[src/rtl/spi_bus_arbiter.sv]
// -----------------------------------------------------------------------------
// spi_bus_arbiter
//
// Shares one physical SPI bus among PORTS independent SPI masters using a
// registered request/grant handshake. Ownership only changes between
// transactions. A programmable guard interval, during which the bus is held
// idle, is inserted before every new grant.
//
// Ports:
//   clk          system clock
//   rst          synchronous reset, active-high
//   enable       gate for new grants (an existing owner is never revoked)
//   req          per-port bus request, held for the whole ownership
//   grant        one-hot ownership, registered
//   busy         high while a grant is pending (guard) or held
//   owner        index of the current or pending owner
//   mosi/sck/ss_L  shared bus outputs
//   miso         shared bus input
//   mosi_ports/sck_ports/ss_L_ports  per-port master outputs
//   miso_ports   per-port MISO; only the owner sees the bus MISO
//
// States:
//   S_IDLE  | bus idle, arbitrating when enabled
//   S_GUARD | winner chosen, bus held idle for GUARD_CYCLES+1 edges
//   S_OWNED | bus routed to owner until request drops with ss_L high
// -----------------------------------------------------------------------------
module spi_bus_arbiter #(
    parameter int PORTS        = 3,
    parameter bit RR_MODE      = 1'b1,
    parameter int GUARD_CYCLES = 2,
    parameter bit SCK_IDLE     = 1'b0,
    localparam int OW          = (PORTS > 1) ? $clog2(PORTS) : 1
) (
    input  logic             clk,
    input  logic             rst,
    input  logic             enable,
    input  logic [PORTS-1:0] req,
    output logic [PORTS-1:0] grant,
    output logic             busy,
    output logic [OW-1:0]    owner,
    output logic             mosi,
    input  logic             miso,
    output logic             sck,
    output logic             ss_L,
    input  logic [PORTS-1:0] mosi_ports,
    output logic [PORTS-1:0] miso_ports,
    input  logic [PORTS-1:0] sck_ports,
    input  logic [PORTS-1:0] ss_L_ports
);

    typedef enum logic [1:0] {
        S_IDLE  = 2'd0,
        S_GUARD = 2'd1,
        S_OWNED = 2'd2
    } state_t;

    localparam logic [7:0] GUARD_INIT = 8'(GUARD_CYCLES);

    state_t           state_q, state_d;
    logic [OW-1:0]    owner_q, owner_d;
    logic [OW-1:0]    last_q,  last_d;
    logic [7:0]       cnt_q,   cnt_d;
    logic [PORTS-1:0] grant_q, grant_d;

    logic [PORTS-1:0] owner_oh;
    logic             req_own;
    logic             ss_own;
    logic             mosi_own;
    logic             sck_own;
    logic [OW-1:0]    winner;
    logic             found;
    int               idx;
    logic             owned;

    // Per-port fields of the registered owner, selected by comparison loops
    // so that non-power-of-two PORTS never produce an out-of-range index.
    always_comb begin
        owner_oh = '0;
        req_own  = 1'b0;
        ss_own   = 1'b1;
        mosi_own = 1'b0;
        sck_own  = SCK_IDLE;
        for (int i = 0; i < PORTS; i++) begin
            if (owner_q == OW'(i)) begin
                owner_oh[i] = 1'b1;
                req_own     = req[i];
                ss_own      = ss_L_ports[i];
                mosi_own    = mosi_ports[i];
                sck_own     = sck_ports[i];
            end
        end
    end

    // Winner selection. Round-robin searches last+1, last+2, ... with wrap;
    // fixed priority lets the highest set index overwrite lower ones.
    always_comb begin
        winner = '0;
        found  = 1'b0;
        idx    = 0;
        if (RR_MODE) begin
            for (int k = 1; k <= PORTS; k++) begin
                idx = (int'(last_q) + k) % PORTS;
                for (int j = 0; j < PORTS; j++) begin
                    if (!found && (j == idx) && req[j]) begin
                        winner = OW'(j);
                        found  = 1'b1;
                    end
                end
            end
        end else begin
            for (int i = 0; i < PORTS; i++) begin
                if (req[i]) begin
                    winner = OW'(i);
                end
            end
        end
    end

    always_ff @(posedge clk) begin
        if (rst) begin
            state_q <= S_IDLE;
            owner_q <= '0;
            last_q  <= OW'(PORTS - 1);
            cnt_q   <= '0;
            grant_q <= '0;
        end else begin
            state_q <= state_d;
            owner_q <= owner_d;
            last_q  <= last_d;
            cnt_q   <= cnt_d;
            grant_q <= grant_d;
        end
    end

    always_comb begin
        state_d = state_q;
        owner_d = owner_q;
        last_d  = last_q;
        cnt_d   = cnt_q;
        grant_d = grant_q;
        case (state_q)
            S_IDLE: begin
                if (enable && (|req)) begin
                    owner_d = winner;
                    cnt_d   = GUARD_INIT;
                    state_d = S_GUARD;
                end
            end
            S_GUARD: begin
                // An abandoned request cancels the pending grant without
                // advancing the round-robin pointer.
                if (!req_own) begin
                    state_d = S_IDLE;
                end else if (cnt_q == 8'd0) begin
                    grant_d = owner_oh;
                    state_d = S_OWNED;
                end else begin
                    cnt_d = cnt_q - 8'd1;
                end
            end
            S_OWNED: begin
                // Release only with chip-select deasserted, so a dropped
                // request never truncates a transaction in flight.
                if (!req_own && ss_own) begin
                    grant_d = '0;
                    last_d  = owner_q;
                    state_d = S_IDLE;
                end
            end
            default: begin
                grant_d = '0;
                state_d = S_IDLE;
            end
        endcase
    end

    assign owned = (state_q == S_OWNED);

    assign grant = grant_q;
    assign busy  = (state_q != S_IDLE);
    assign owner = owner_q;
    assign mosi  = owned ? mosi_own : 1'b0;
    assign sck   = owned ? sck_own  : SCK_IDLE;
    assign ss_L  = owned ? ss_own   : 1'b1;

    always_comb begin
        miso_ports = '0;
        for (int i = 0; i < PORTS; i++) begin
            miso_ports[i] = owned && owner_oh[i] && miso;
        end
    end

endmodule

[config.mk]
export PLATFORM = sky130hd
export DESIGN_NAME = spi_bus_arbiter
export DESIGN_NICKNAME = d
export VERILOG_FILES = /design/src/rtl/spi_bus_arbiter.sv
export SDC_FILE = /design/constraint.sdc
export NUM_CORES = 1
export LEC_CHECK = 0
export BUFFER_PORTS_ARGS = -buffer_cell sky130_fd_sc_hd__buf_2
export CAP_MARGIN = 25
export CORE_MARGIN = 3
export CORE_UTILIZATION = 54
export DETAILED_ROUTE_END_ITERATION = 10
export PLACE_DENSITY = 0.89
export SLEW_MARGIN = 30
export SYNTH_ARGS = -nofsm -noshare
export SYNTH_HDL_FRONTEND = slang
export SYNTH_SLANG_ARGS = --single-unit
[constraint.sdc]
create_clock -name clk -period 2.85 [get_ports clk]
set_input_delay 0.1425 -clock clk [delete_from_list [all_inputs] [get_ports clk]]
set_output_delay 0.1425 -clock clk [all_outputs]
set_load 0.02 [all_outputs]
==> impl_metrics.env <==
export IMPL_status="finished clean"
export IMPL_fin_nets=172
export IMPL_worst_path_max_delay_cell="dfxtp_1"
export IMPL_synthToLayoutAreaGrowth_pct=16.4
export IMPL_finalPower_mw=0.668
export IMPL_p_per_area_nw_per_um2=564
export IMPL_grt_usage_pct=20.2
export IMPL_wl_mm=2.27
export IMPL_final_area_sq_um=1180
export IMPL_cts_inserted_buffers=3
export IMPL_drive_gt1_share_pct=27.8
export IMPL_grt_pass1_wl_mm=3.97
export IMPL_maxSlewHeadroom_pct=57.5
export IMPL_holdPathStages=3
export IMPL_endpoint_kind="flip-flop"
export IMPL_path_cells="mux2i_1 > o21ai_1 > a21o_1 > a221o_1 > o22ai_1"
export IMPL_startpoint_type="flip-flop"
export IMPL_overflow=0
export IMPL_antennaDiodeCount=0
export IMPL_first_global_vias=1009
export IMPL_cp_max_fo=13
export IMPL_dpl_hpwl_mm=1.79
export IMPL_cts_tree="built"
export IMPL_avgSynthCellArea_sq_um=8.27
export IMPL_worst_pin_slew_ns=0.630
export IMPL_routedWlPerCell_microns=12.9
export IMPL_yosysSeqAreaShare_pct=33.5
export IMPL_clk_latency_ns=0.29
export IMPL_cap_viol_max_count=0
export IMPL_synth_top_cell_by_area="dfxtp_1"
export IMPL_crit_path_max_incr_delay_ns=0.63
export IMPL_dr_total_vias=993
export IMPL_cts_setup_buffers=0
export IMPL_grt_util_met2_pct=37.1
export IMPL_rows=15
export IMPL_grt_max_degree=15
export IMPL_skew_ns=0.00324
export IMPL_htreeDepth=1
export IMPL_synth_top_flop_cell="dfxtp_1"
export IMPL_top_usage_layer="met2"
export IMPL_synth_top_area_share_pct=33.5
export IMPL_fin_hold_ws_ns=0.152
export IMPL_ys_types=40
export IMPL_initial_core_util_pct=58.3
export IMPL_placed_area_sq_um=1160
export IMPL_finalCriticalPeriod_ns=1.98
export IMPL_synthArstFlopShare_pct=0
export IMPL_netlist_top_cells_area="dfxtp_1 33%, nor2_1 6.3%, a21oi_1 4.9%"
export IMPL_worstSetupPathType="reg -> reg"
export IMPL_synthesis_nets=143
export IMPL_required_ns=3.08
export IMPL_drcViolationCount=0
export IMPL_leakage_nw=0.507
export IMPL_drtPass1Iterations=3
export IMPL_drt_iter0_drc=14
export IMPL_routed_via_density=5.64
export IMPL_synth_seq_cells=17
export IMPL_critical_path_top_delay_family="compound AO/OA/AOI/OAI gates"
export IMPL_fp_coreArea_sq_um=1750
export IMPL_cts_hold_fix_buffers=0
export IMPL_max_vdd_ir_drop_mv=0.371
export IMPL_cts_resized=0
export IMPL_met3_usage_pct=5.20
export IMPL_antenna_found_initial=0
export IMPL_synth_edf_count=0
export IMPL_die_h_microns=49.4
export IMPL_critPathBufInv=0
export IMPL_drv_slew=0
export IMPL_final_core_utilization_pct=67.8
export IMPL_final_setup_viol_count=0
export IMPL_arrival_ns=2.21
export IMPL_finalSetupTns_ns=0
export IMPL_ant_nets=0
export IMPL_io_buffers=27
export IMPL_die_x_microns=49.4
export IMPL_grt_use_met1_pct=21.2
export IMPL_root_buffer="clkbuf_4"
export IMPL_post_route_period_util_pct=69.3
export IMPL_cts_sinks=17
export IMPL_path_clk_slew_ns=0.10
export IMPL_fp_dieArea_sq_um=2440
export IMPL_hold_viol_final=0
export IMPL_hold_path_class="in -> reg"
export IMPL_synthCells=123
export IMPL_ys_warn_count=0
export IMPL_gp_congestion=0.875
export IMPL_ios=28
export IMPL_max_freq_mhz=506
export IMPL_cts_buffer_depth=2
export IMPL_syn_area_sq_um=1020
export IMPL_reg2reg_depth=5
export IMPL_rsz0062_at_grt="false"
export IMPL_critical_path_depth=5
-- logic make-up (layout without fill, tap and decap cells) --
family | after synthesis | in the layout | share of synthesized area, %
simple gates | 50 | 50 | 24.6
compound gates | 33 | 33 | 23.9
flops | 17 | 17 | 33.5
buf+inv | 12 | 40 | 6.03
mux | 5 | 5 | 5.41
fa+ha+maj | 4 | 4 | 4.92
xor+xnor | 2 | 2 | 1.72
-- layout by cell type, fill, tap and decap left out, drive strengths merged --
| master | count |
|---|---|
| o21ai | 6 |
| nor3 | 5 |
| or3 | 7 |
| a21o | 1 |
| nand2 | 8 |
| xor2 | 2 |
| or2 | 2 |
| a221o | 1 |
| nand3b | 1 |
| mux2i | 4 |
| a21oi | 10 |
| nand4b | 1 |
| a211oi | 1 |
| a221oi | 1 |
| ha | 4 |
| o311a | 1 |
| nor2b | 3 |
| mux2 | 1 |
| o311ai | 1 |
| o32ai | 1 |
| nor4 | 1 |
| nor2 | 18 |
| a311oi | 1 |
| o211ai | 4 |
| buf | 27 |
| dfxtp | 17 |
| o22ai | 3 |
| clkinv | 1 |
| a31oi | 1 |
| inv | 9 |
| o2111ai | 1 |
| nand2b | 3 |
| and3 | 1 |
| clkbuf | 3 |
-- tightest hold or removal path, stage by stage --
cell and delay, ns:
buf_2 0.12, o211ai_1 0.08, a21oi_1 0.06
-- area by class of cell --
type                            instances  area [sq um]
Timing Repair Buffer                   27           135
Multi-Input combinational cell         94           616
Tap cell                               25          31.3
Fill cell                             145           562
Clock inverter                          1          5.00
Inverter                                9          33.8
Sequential cell                        17           340
Clock buffer                            3          22.5
-- cells in the mapped netlist, drive strengths merged, types with 2 or more instances --
cell type and count:
nor2 18, dfxtp 17, a21oi 10, inv 9, nand2 8, or3 7
o21ai 6, nor3 5, ha 4, mux2i 4, o211ai 4, nand2b 3
nor2b 3, o22ai 3, buf 2, or2 2, xor2 2
-- metrics by stage --
| stage | instances | setup slack [ns] |
|---|---|---|
| after detailed placement | 172 | 0.878 |
| after global routing | 176 | 0.658 |
| final | 176 | 0.875 |
| after global placement | 172 | 1.00 |
| after floorplan | 123 | 1.15 |
| after CTS | 176 | 0.851 |
-- per-layer routing --
layer,part of all wire (%),vias to the layer above
met5,0,-
met4,0.84,0
met3,6.2,2
met2,52,26
met1,41,463
li1,-,502
-- power by group --
part	switching [mW]	internal, mW
clock network	0.0794	0.0523
registers	0.0296	0.265
logic	0.136	0.105
total	0.246	0.423
-- final timing paths --
kind | endpoint | slack, ns | start
min | owner[1]$_SDFFE_PP0P_ | 0.15 | req[2]
max | grant[2]$_SDFFE_PP0P_ | 0.87 | owner[1]$_SDFFE_PP0P_
max reg2reg | grant[2]$_SDFFE_PP0P_ | 0.87 | owner[1]$_SDFFE_PP0P_
min reg2reg | grant[0]$_SDFFE_PP0P_ | 0.46 | grant[0]$_SDFFE_PP0P_
-- sequential cells by signal (all words and copies together), names as in the netlist --
| register | count |
|---|---|
| last_q | 2 |
| state_q | 2 |
| owner | 2 |
| cnt_q | 8 |
| grant | 3 |
Power figures use the tool's default switching activity.
